--- src/rtl/cpu6_timer_pkg.sv ---
// Shared register map, field bounds and bus-width default for the cpu6 machine timer.
`default_nettype none

`ifndef CPU6_XLEN
`define CPU6_XLEN 32
`endif

package cpu6_timer_pkg;

  localparam logic [4:0] CPU6_TIMER_MTIME_LO    = 5'h00;
  localparam logic [4:0] CPU6_TIMER_MTIME_HI    = 5'h04;
  localparam logic [4:0] CPU6_TIMER_MTIMECMP_LO = 5'h08;
  localparam logic [4:0] CPU6_TIMER_MTIMECMP_HI = 5'h0C;
  localparam logic [4:0] CPU6_TIMER_CTRL        = 5'h10;
  localparam logic [4:0] CPU6_TIMER_SNAP        = 5'h14;

  localparam int CPU6_TIMER_CTRL_EN        = 0;
  localparam int CPU6_TIMER_PRESCALE_HIGH  = 15;
  localparam int CPU6_TIMER_PRESCALE_LOW   = 8;

  typedef enum logic [2:0] {
    REG_MTIME_LO    = CPU6_TIMER_MTIME_LO[4:2],
    REG_MTIME_HI    = CPU6_TIMER_MTIME_HI[4:2],
    REG_MTIMECMP_LO = CPU6_TIMER_MTIMECMP_LO[4:2],
    REG_MTIMECMP_HI = CPU6_TIMER_MTIMECMP_HI[4:2],
    REG_CTRL        = CPU6_TIMER_CTRL[4:2],
    REG_SNAP        = CPU6_TIMER_SNAP[4:2],
    REG_RSVD0       = 3'd6,
    REG_RSVD1       = 3'd7
  } reg_e;

  function automatic reg_e word_sel(input logic [4:0] byte_off);
    return reg_e'(byte_off[4:2]);
  endfunction

endpackage

`default_nettype wire

--- src/rtl/cpu6_timer_cnt64.sv ---
// 64-bit mtime counter: per-half software load, tick increment, load overrides increment.
`default_nettype none

module cpu6_timer_cnt64
  import cpu6_timer_pkg::*;
(
  input  logic        clk,
  input  logic        rst_n,
  input  logic        tick_i,
  input  logic        ld_lo_i,
  input  logic        ld_hi_i,
  input  logic [31:0] wdata_i,
  output logic [63:0] mtime_o,
  output logic [63:0] mtime_d_o
);

  logic [63:0] mtime_q;
  logic [63:0] mtime_d;

  // Any load suppresses the increment, so the untouched half keeps its pre-increment value.
  always_comb begin
    mtime_d = mtime_q;
    if (ld_lo_i || ld_hi_i) begin
      if (ld_lo_i) mtime_d[31:0]  = wdata_i;
      if (ld_hi_i) mtime_d[63:32] = wdata_i;
    end else if (tick_i) begin
      mtime_d = mtime_q + 64'd1;
    end
  end

  always_ff @(posedge clk or negedge rst_n) begin
    if (!rst_n) mtime_q <= 64'd0;
    else        mtime_q <= mtime_d;
  end

  assign mtime_o   = mtime_q;
  assign mtime_d_o = mtime_d;

endmodule

`default_nettype wire

--- src/rtl/cpu6_timer.sv ---
// cpu6 machine timer: memory-mapped mtime/mtimecmp with registered level interrupt.
// Optional prescaler enabled by defining CPU6_TIMER_PRESCALER_EN.
`default_nettype none

module cpu6_timer
  import cpu6_timer_pkg::*;
#(
  parameter logic [31:0] BASE_ADDR = 32'h0200_0000,
  parameter int          XLEN      = `CPU6_XLEN
) (
  input  logic            clk,
  input  logic            reset,
  input  logic            sel,
  input  logic            we,
  input  logic [4:0]      addr,
  input  logic [XLEN-1:0] wdata,
  output logic [XLEN-1:0] rdata,
  output logic            tmr_irq_r
);

  if (XLEN != 32) begin : g_xlen_chk
    $error("cpu6_timer supports only a 32-bit data bus");
  end
  if (BASE_ADDR[4:0] != 5'd0) begin : g_base_chk
    $error("cpu6_timer window must be 32-byte aligned");
  end

  logic unused_addr_lsbs;
  assign unused_addr_lsbs = ^addr[1:0];

  reg_e  reg_sel;
  logic  wr_en, rd_en, wr_ctrl;
  assign reg_sel = word_sel(addr);
  assign wr_en   = sel & we;
  assign rd_en   = sel & ~we;
  assign wr_ctrl = wr_en && (reg_sel == REG_CTRL);

  logic        en_q, en_d;
  logic        tick;
  logic [7:0]  prescale_rd;
  logic [63:0] mtime, mtime_d;
  logic [63:0] mtimecmp_q, mtimecmp_d;
  logic [31:0] snap_q;

  assign en_d = wr_ctrl ? wdata[CPU6_TIMER_CTRL_EN] : en_q;

`ifdef CPU6_TIMER_PRESCALER_EN
  logic [7:0] prescale_q, prescale_d;
  logic [7:0] ps_cnt_q, ps_cnt_d;

  assign prescale_d  = wr_ctrl ? wdata[CPU6_TIMER_PRESCALE_HIGH:CPU6_TIMER_PRESCALE_LOW] : prescale_q;
  assign tick        = en_q && (ps_cnt_q == prescale_q);
  assign prescale_rd = prescale_q;

  always_comb begin
    ps_cnt_d = ps_cnt_q + 8'd1;
    if (wr_ctrl || !en_q || tick) ps_cnt_d = 8'd0;
  end

  always_ff @(posedge clk or negedge reset) begin
    if (!reset) begin
      prescale_q <= 8'd0;
      ps_cnt_q   <= 8'd0;
    end else begin
      prescale_q <= prescale_d;
      ps_cnt_q   <= ps_cnt_d;
    end
  end
`else
  assign tick        = en_q;
  assign prescale_rd = 8'd0;
`endif

  cpu6_timer_cnt64 u_cnt (
    .clk       (clk),
    .rst_n     (reset),
    .tick_i    (tick),
    .ld_lo_i   (wr_en && (reg_sel == REG_MTIME_LO)),
    .ld_hi_i   (wr_en && (reg_sel == REG_MTIME_HI)),
    .wdata_i   (wdata),
    .mtime_o   (mtime),
    .mtime_d_o (mtime_d)
  );

  always_comb begin
    mtimecmp_d = mtimecmp_q;
    if (wr_en && (reg_sel == REG_MTIMECMP_LO)) mtimecmp_d[31:0]  = wdata;
    if (wr_en && (reg_sel == REG_MTIMECMP_HI)) mtimecmp_d[63:32] = wdata;
  end

  // Interrupt compares next-state values so it tracks the register contents seen after the edge.
  always_ff @(posedge clk or negedge reset) begin
    if (!reset) begin
      en_q       <= 1'b0;
      mtimecmp_q <= 64'hFFFF_FFFF_FFFF_FFFF;
      snap_q     <= 32'd0;
      tmr_irq_r  <= 1'b0;
    end else begin
      en_q       <= en_d;
      mtimecmp_q <= mtimecmp_d;
      if (rd_en && (reg_sel == REG_MTIME_LO)) snap_q <= mtime[63:32];
      tmr_irq_r  <= en_d & (mtime_d >= mtimecmp_d);
    end
  end

  always_comb begin
    rdata = '0;
    if (reset && sel) begin
      case (reg_sel)
        REG_MTIME_LO:    rdata = mtime[31:0];
        REG_MTIME_HI:    rdata = mtime[63:32];
        REG_MTIMECMP_LO: rdata = mtimecmp_q[31:0];
        REG_MTIMECMP_HI: rdata = mtimecmp_q[63:32];
        REG_CTRL:        rdata = {16'd0, prescale_rd, 7'd0, en_q};
        REG_SNAP:        rdata = snap_q;
        REG_RSVD0:       rdata = '0;
        REG_RSVD1:       rdata = '0;
      endcase
    end
  end

endmodule

`default_nettype wire

--- config.mk ---
export PLATFORM = sky130hd
export DESIGN_NAME = cpu6_timer
export DESIGN_NICKNAME = d
export VERILOG_FILES = /design/src/rtl/cpu6_timer_pkg.sv /design/src/rtl/cpu6_timer_cnt64.sv /design/src/rtl/cpu6_timer.sv
export SDC_FILE = /design/constraint.sdc
export NUM_CORES = 1
export LEC_CHECK = 0
export BUFFER_PORTS_ARGS = -buffer_cell sky130_fd_sc_hd__clkbuf_2
export CAP_MARGIN = 10
export CORE_MARGIN = 2
export CORE_UTILIZATION = 55
export DETAILED_ROUTE_END_ITERATION = 7
export MAX_ROUTING_LAYER = met4
export PLACE_DENSITY = 0.77
export SLEW_MARGIN = 20
export SYNTH_ARGS = -nofsm -noshare
export SYNTH_HDL_FRONTEND = slang
export SYNTH_SLANG_ARGS = --single-unit
--- constraint.sdc ---
create_clock -name clk -period 4.1 [get_ports clk]
set_input_delay 0.82 -clock clk [delete_from_list [all_inputs] [get_ports clk]]
set_output_delay 0.82 -clock clk [all_outputs]
set_load 0.02 [all_outputs]
==> metrics list, run 1 <==
- Total Die Area: 0.0203 mm^2
- For the final routed database, the setup TNS stands at -0.0499 ns.
* Share of flip-flops with an asynchronous set or reset: 100%
- Rel. slew slack: 33.1%
- TritonRoute pass-1 iters: 7
- Worst setup margin: -0.0499 ns
- In the layout the commonest cells are 104 x sky130_fd_sc_hd__buf_4, 98 x sky130_fd_sc_hd__dfrtp_1, 97 x sky130_fd_sc_hd__nor2_1.
* Number of endpoints with negative hold slack in the final report: 0
- Max-cap violations in this run came to 0.
- In this run the power density over the cells is 498 mW/mm^2.
- Later-pin clock latency in the skew report: 0.44 ns
- Crit Path Category: register to register
* Maximum fanout encountered on the critical timing path: 7
- Slew at the pin closest to its max-slew limit: 1.00 ns
* DRC errors left: 0
- The analysis attributes to cell leakage a power of 5.74 nW.
* Worst vdd ir: 0.344 mV
- A synthesized cell averages 9.41 um^2.
- # rows: 50
* Layout cell share with drive strength beyond 1: 29.4%
- Final Core Density: 66.1%
- Via density: 6.48
- For the worst setup path, the data arrival time is 4.50 ns.
* Fill cells: 1,458
- Counting flops and latches in the post-synthesis netlist gives 162.
- Top flip-flop cell by instance count after synthesis: sky130_fd_sc_hd__dfrtp_1
- Largest net degree at the start of global routing: 68
- The detail route stage leaves a number of antenna-violating nets equal to 0.
- The flow ran to the end, but the final reports show violations.
* Final clock period utilization by the worst path: 101%
- TritonCTS built the clock tree.
- Element type at the critical path end: register
- Number of max-slew violations in the final report: 0
- Measured along the y axis, the die boundary spans 142 um.
- Final hold analysis gives a worst-case slack of 0.250 ns.
* Buffer levels on the longest clock path: 2
* Final setup violation count: 1
- Via count: 9,668
- The cell that appears most often on the critical path is sky130_fd_sc_hd__nand4_1.
* Gate count after technology mapping: 1,120
* Clock input transition at the sequential cells of the worst setup and hold paths: 0.07 ns
- Initial antenna violation count: 0
- Cells along the critical path: and4_4 -> nand4_1 -> or4_4 -> nor3_2 -> buf_4 -> a211oi_1 -> a311oi_1 -> ha_1 -> nand4_1 -> or3_4 -> a2111oi_4 -> and3_1 -> o2111ai_1 -> o211ai_1
* Starting density of the core: 56.2%
- The routed design uses 14.7 mm of met2 wire.
- Wire length of the first global-routing pass: 51.2 mm
- Once layout is complete, the cells apart from fillers number 1,492.
- After floorplanning, the core was sized to cover 0.0188 mm^2.
* Netlist area before placement: 0.0105 mm^2
- Post-CTS Hold Fix Bufs: 0
* Number of input and output port buffers inserted: 71
- Clock Sink Count: 162
* Violated checks: setup timing
* Root buffer cell: sky130_fd_sc_hd__clkbuf_16
- Count of yosys warnings during synthesis: 0
- Post-synth net total: 1,226
* Class of the worst hold path: input port to asynchronous set/reset pin
* Vias in the first global route: 9,178
- In the final routed layout, each cell accounts on average for 22.2 um.
* Final nets: 1,351
* Antenna fix cells: 0
- Number of flops mapped to enable cells by yosys: 0
- Top Metal Used: met4
* Post-detail-place hpwl: 23.9 mm
- Total Power: 6.18 mW
* Peak clock frequency supported by timing: 241 MHz
* GRT Residual Overflow: 0
- Final critical delay including setup and external delays: 4.15 ns
* Maximum level of the CTS H-tree: 4
* Area Overhead vs Synth: 17.7%
- Final weighted congestion in routability-driven placement: 1.01
- Total global-route track usage: 34.3%
- For this design, the slowest cell found on the critical path is sky130_fd_sc_hd__or4_4.
- In this design, the stage delay of the slowest critical-path cell is 0.65 ns.
* DRC violation total after the first TritonRoute iteration: 1,057
- The detailed router put a total of 13.8 mm of wire on met1.
- Wire segments on met3 add up to 3.42 mm in the final route.
- The worst setup path is launched from a register.
- I/O pins: 74
- Number of distinct library cells after synthesis: 67
- Worst Skew: 0.00765 ns
- Seq/Total Area, Yosys: 39.2%
* Data required time at the worst endpoint: 4.45 ns
- Number of CTS-inserted buffers: 17
- Measured along the x axis, the die boundary spans 142 um.
- Most common cell after layout, fill and taps aside: sky130_fd_sc_hd__buf_4
* Total length of routed wires: 33.1 mm
- Number of placed instances, taps included: 1,452
## cell families (layout without fill, tap and decap cells)
kind of cell / count (synthesis) / after routing / share of synthesized area, %
flops: 162 / 162 / 39.2
xor+xnor: 23 / 23 / 1.91
fa+ha+maj: 65 / 65 / 7.71
mux: 135 / 135 / 13.5
buf+inv: 146 / 284 / 5.84
simple gates: 351 / 351 / 16.6
compound gates: 238 / 238 / 15.2
## flip-flops by register name, indices dropped and copies added, names as in the netlist
name / count
mtimecmp_q: 64
u_cnt.mtime_o: 64
snap_q: 32
en_q: 1
tmr_irq_r: 1
## cell type report
type | count | area [um^2] | share of cell area (%)
Multi-Input combinational cell | 812 | 5930 | 47.8
Sequential cell | 162 | 4130 | 33.3
Timing Repair Buffer | 179 | 1220 | 9.85
Clock buffer | 19 | 443 | 3.57
Tap cell | 234 | 293 | 2.36
Inverter | 73 | 274 | 2.21
Clock inverter | 13 | 111 | 0.898
## path summary, 6_finish.rpt
path | startpoint | to | slack (ns) | cells past startpoint
worst max register to register | u_cnt.mtime_o[3]$_DFF_PN0_ | tmr_irq_r$_DFF_PN0_ | -0.05 | 14
min in group clk | snap_q[27]$_DFFE_PN0P_ | snap_q[27]$_DFFE_PN0P_ | 0.50 | 2
max in group asynchronous | reset | u_cnt.mtime_o[48]$_DFF_PN0_ | 2.67 | 2
worst max-delay path | u_cnt.mtime_o[3]$_DFF_PN0_ | tmr_irq_r$_DFF_PN0_ | -0.05 | 14
worst min register to register | snap_q[27]$_DFFE_PN0P_ | snap_q[27]$_DFFE_PN0P_ | 0.50 | 2
worst min-delay path | reset | u_cnt.mtime_o[9]$_DFF_PN0_ | 0.25 | 1
## critical path, delay by kind of cell, from the launching register on
| family | cells | cell delay [ns] |
|---|---|---|
| buffers and inverters | 1 | 0.19 |
| adder cells (fa/ha/maj) | 1 | 0.27 |
| AND/OR/NAND/NOR | 7 | 2.17 |
| flip-flops | 1 | 0.36 |
| AO/OA/AOI/OAI | 5 | 1.08 |
## where the power goes
part | leakage [nW] | total, mW | switching [mW] | internal, mW
registers | 1.85 | 2.50 | 0.369 | 2.13
logic | 3.63 | 2.14 | 1.19 | 0.955
clock network | 0.265 | 1.54 | 0.692 | 0.849
total | 5.74 | 6.18 | 2.25 | 3.93
## cells in the mapped netlist (4+ instances only)
master | instances | area (um^2)
sky130_fd_sc_hd__nor2_1 | 100 | 375
sky130_fd_sc_hd__dfrtp_1 | 98 | 2450
sky130_fd_sc_hd__mux2i_1 | 85 | 851
sky130_fd_sc_hd__nand2_1 | 79 | 297
sky130_fd_sc_hd__inv_1 | 73 | 274
sky130_fd_sc_hd__ha_1 | 65 | 813
sky130_fd_sc_hd__dfstp_2 | 64 | 1680
sky130_fd_sc_hd__clkbuf_1 | 54 | 203
sky130_fd_sc_hd__a21oi_1 | 51 | 255
sky130_fd_sc_hd__o21ai_0 | 50 | 250
sky130_fd_sc_hd__mux2_2 | 49 | 552
sky130_fd_sc_hd__nor3_1 | 41 | 205
sky130_fd_sc_hd__nand4_1 | 31 | 194
sky130_fd_sc_hd__nand3_1 | 27 | 135
sky130_fd_sc_hd__a211oi_1 | 25 | 188
sky130_fd_sc_hd__a22oi_1 | 21 | 158
sky130_fd_sc_hd__o22ai_1 | 15 | 93.8
sky130_fd_sc_hd__a311oi_1 | 13 | 114
sky130_fd_sc_hd__and3_1 | 13 | 81.3
sky130_fd_sc_hd__o22a_1 | 12 | 105
sky130_fd_sc_hd__xnor2_1 | 12 | 105
sky130_fd_sc_hd__nor4_1 | 11 | 68.8
sky130_fd_sc_hd__xor2_1 | 11 | 96.3
sky130_fd_sc_hd__buf_1 | 8 | 30.0
sky130_fd_sc_hd__o21a_1 | 8 | 60.1
sky130_fd_sc_hd__a222oi_1 | 7 | 70.1
sky130_fd_sc_hd__and4_1 | 7 | 61.3
sky130_fd_sc_hd__a31oi_1 | 6 | 37.5
sky130_fd_sc_hd__and2_1 | 6 | 37.5
sky130_fd_sc_hd__or3_1 | 6 | 37.5
sky130_fd_sc_hd__nand2b_1 | 5 | 31.3
sky130_fd_sc_hd__a2111oi_0 | 4 | 35.0
sky130_fd_sc_hd__and3_2 | 4 | 30.0
sky130_fd_sc_hd__clkbuf_8 | 4 | 55.1
sky130_fd_sc_hd__nor2b_1 | 4 | 25.0
sky130_fd_sc_hd__o32ai_1 | 4 | 35.0
## metal layers
metal | vias to the layer above | track usage (%)
li1 | 4358 | -
met1 | 4673 | 45.9
met2 | 537 | 50.6
met3 | 100 | 7.67
met4 | 0 | 13.9
met5 | - | -
## per-stage QoR
step,worst slack [ns],instance area (um^2)
floorplan,0.0506,10500
CTS,0.0194,12300
global placement,-0.0242,11700
detailed placement,-0.134,11700
global route,-0.130,12400
finish,-0.0499,12400
## timing repair
action                                  in CTS  in global routing
setup buffers                                0                  8
resized for setup                            5                 18
gates cloned                                 0                  0
pin swaps                                    1                 14
endpoints found under the setup margin       1                  1
(Power assumes the default switching activity.)
==> inputs of run 2 (changes only) <==
- CORE_ASPECT_RATIO: unset -> 0.7
==> metrics list, run 2 (synthesized netlist as in run 1, its figures left out) <==
- Fill cells: 1,528 (was 1,458)
- The share of the cycle needed by the critical path after routing is 99.4% (was 101%).
* Post-route insts no fill: 1,494 (was 1,492)
- The cell area after layout was 0.0124 mm^2 (about the same).
* Rel. slew slack: 20.8% (was 33.1%)
* Layout cell share with drive strength beyond 1: 29.0% (was 29.4%)
- Number of max-slew violations in the final report: 0 (unchanged)
* Hold path depth: 2
- Highest-count cells in the layout ignoring fill and taps: 98 x sky130_fd_sc_hd__nor2_1, 98 x sky130_fd_sc_hd__dfrtp_1, 97 x sky130_fd_sc_hd__buf_4 (was 104 x sky130_fd_sc_hd__buf_4, 98 x sky130_fd_sc_hd__dfrtp_1, 97 x sky130_fd_sc_hd__nor2_1).
- TritonRoute pass-1 iters: 8 (was 7)
- The start point of the critical path is u_cnt.mtime_o[6]$_DFF_PN0_ (was u_cnt.mtime_o[3]$_DFF_PN0_).
* Crit Path Category: register to register (unchanged)
* Total Die Area: 0.0203 mm^2 (about the same)
* Register-to-register path setup slack: 0.03 ns (was -0.05 ns)
- The initial antenna violation count is 0 (unchanged).
- Clock tree from TritonCTS: built (unchanged)
- The die height came to 120 um (was 142 um).
- The reg-to-reg critical path endpoint was tmr_irq_r$_DFF_PN0_ (unchanged).
- Violated checks: DRC (was setup timing)
- The total core area is 0.0189 mm^2 (was 0.0188 mm^2).
* Total length of routed wires: 35.3 mm (was 33.1 mm)
* Sink of the worst hold path: snap_q[7]$_DFFE_PN0P_
- Worst vdd ir: 0.278 mV (was 0.344 mV)
- The residual overflow from global routing came to 0 (unchanged).
* Clock Sink Count: 162 (unchanged)
- Total Power: 6.39 mW (was 6.18 mW)
- The instance area at placement is 0.0117 mm^2 (unchanged).
- I/O pins: 74 (unchanged)
* Total global-route track usage: 36.4% (was 34.3%)
* Via count: 9,796 (was 9,668)
* # rows: 42 (was 50)
- The buffer depth of the longest clock path is 2 (unchanged).
- The weighted congestion reported at the end of routability-driven placement was 0.980 (was 1.01).
- Class of the worst hold path: register to register (was input port to asynchronous set/reset pin)
- The final HPWL from detailed placement is 25.1 mm (was 23.9 mm).
- Final critical delay including setup and external delays: 4.07 ns (was 4.15 ns)
* Result of the run: complete, but fails checks (unchanged)
- Critical Path AT: 4.38 ns (was 4.50 ns)
- The static leakage came to 5.71 nW (was 5.74 nW).
- Critical Path Source Type: register (unchanged)
- The chip width is 169 um (was 142 um).
- The highest clock rate was 245 MHz (was 241 MHz).
- Number of endpoints with negative hold slack in the final report: 0 (unchanged)
* Number of CTS-inserted buffers: 17 (unchanged)
* Startpoint of the worst-slack reg-to-reg timing path: u_cnt.mtime_o[6]$_DFF_PN0_ (was u_cnt.mtime_o[3]$_DFF_PN0_)
- Number of placed instances, taps included: 1,457 (was 1,452)
- Largest net degree at the start of global routing: 163 (was 68)
- The number of max-capacitance violations reported came to 0 (unchanged).
* Final nets: 1,345 (was 1,351)
- The wire length of the first global-routing pass is 54.5 mm (was 51.2 mm).
- Maximum fanout encountered on the critical timing path: 4 (was 7)
* Power per standard cell area: 514 mW/mm^2 (was 498 mW/mm^2)
- Drt wl/cell: 23.6 um (was 22.2 um)
- The number of input and output port buffers inserted is 71 (unchanged).
- The remaining routing DRC violations came to 6 (was 0).
- DRC violation total after the first TritonRoute iteration: 1,545 (was 1,057)
- In this run the most critical hold path is launched from snap_q[7]$_DFFE_PN0P_.
* Later-pin clock latency in the skew report: 0.44 ns (about the same)
* Vias in the first global route: 9,370 (was 9,178)
- Root buffer cell: sky130_fd_sc_hd__clkbuf_16 (unchanged)
- Slew at the pin closest to its max-slew limit: 1.18 ns (was 1.00 ns)
- The number of routed nets with antenna violations came to 0 (unchanged).
- Data required time at the worst endpoint: 4.40 ns (was 4.45 ns)
- The post-detailed-route via-to-cell ratio is 6.56 (was 6.48).
* R2R depth: 14 (unchanged)
- Post-CTS Hold Fix Bufs: 0 (unchanged)
- Starting density of the core: 55.9% (was 56.2%)
* Clock input transition at the sequential cells of the worst setup and hold paths: 0.06 ns (was 0.07 ns)
* Area Overhead vs Synth: 17.8% (was 17.7%)
- Final setup violation count: 0 (was 1)
- Antenna fix cells: 0 (unchanged)
* Element type at the critical path end: register (unchanged)
- Maximum level of the CTS H-tree: 4 (unchanged)
- Total negative slack: 0 ns (was -0.0499 ns)
* Worst Skew: 0.0162 ns (was 0.00765 ns)
[run 2: area by class of cell]
type                       instances  area, um^2  area share, %
tap                              242         303           2.44
timing repair buffer             173        1190           9.58
clock buffer                      21         480           3.87
inverter                          73         274           2.21
clock inverter                    11         123          0.987
sequential                       162        4130           33.3
multi-input combinational        812        5920           47.6
[run 2: power breakdown]
part	switching, mW	total (mW)	internal (mW)	leakage [nW]
clock	0.703	1.67	0.967	0.300
sequential	0.368	2.50	2.13	1.85
combinational	1.26	2.22	0.955	3.56
total	2.33	6.39	4.05	5.71
[run 2: how the worst max path moves through the flow]
stage | cells past startpoint | slack, ns | end
2_1_floorplan | 13 | 0.05 | tmr_irq_r$_DFF_PN0_
3_3_place_gp | 16 | -0.15 | tmr_irq_r$_DFF_PN0_
3_5_place_dp | 16 | -0.09 | tmr_irq_r$_DFF_PN0_
4_1_cts | 15 | 0.01 | tmr_irq_r$_DFF_PN0_
5_1_grt | 14 | -0.05 | tmr_irq_r$_DFF_PN0_
6_report | 14 | 0.03 | tmr_irq_r$_DFF_PN0_
[run 2: stage by stage]
| step | worst slack, ns | hold WS (ns) | util [%] |
|---|---|---|---|
| after global placement | -0.151 | 0.466 | 62.0 |
| after global routing | -0.0483 | 0.514 | 65.9 |
| after CTS | 0.0112 | 0.486 | 65.2 |
| final | 0.0265 | 0.482 | 65.9 |
| after floorplan | 0.0506 | 0.450 | - |
| after detailed placement | -0.0873 | 0.471 | 62.0 |
[run 2: layer usage]
| metal | share of wire, % | up-vias | global-route usage [%] |
|---|---|---|---|
| met5 | 0 | - | - |
| met4 | 2.5 | 0 | 10.1 |
| met3 | 14 | 85 | 13.7 |
| met2 | 41 | 615 | 48.8 |
| met1 | 43 | 4760 | 51.3 |
| li1 | - | 4336 | - |
[run 2: worst max-delay path: stages, from the launching register on]
cell and delay (ns):
sky130_fd_sc_hd__dfrtp_1 0.39, sky130_fd_sc_hd__and4_2 0.32, sky130_fd_sc_hd__nand4_1 0.23, sky130_fd_sc_hd__or4_4 0.63, sky130_fd_sc_hd__buf_4 0.17, sky130_fd_sc_hd__nor4_1 0.31, sky130_fd_sc_hd__xnor2_1 0.11, sky130_fd_sc_hd__o21ai_0 0.24
sky130_fd_sc_hd__ha_1 0.32, sky130_fd_sc_hd__nand4_1 0.21, sky130_fd_sc_hd__nor3_1 0.12, sky130_fd_sc_hd__a221o_1 0.33, sky130_fd_sc_hd__or3_1 0.33, sky130_fd_sc_hd__a22oi_1 0.15, sky130_fd_sc_hd__o211ai_1 0.11
[run 2: repair_timing]
item | 4_1_cts | 5_1_grt
resized for setup | 2 | 17
pin swaps | 0 | 3
setup endpoints to repair | 1 | 1
buffers inserted | 0 | 5
endpoints found under the hold margin | 0 | 0
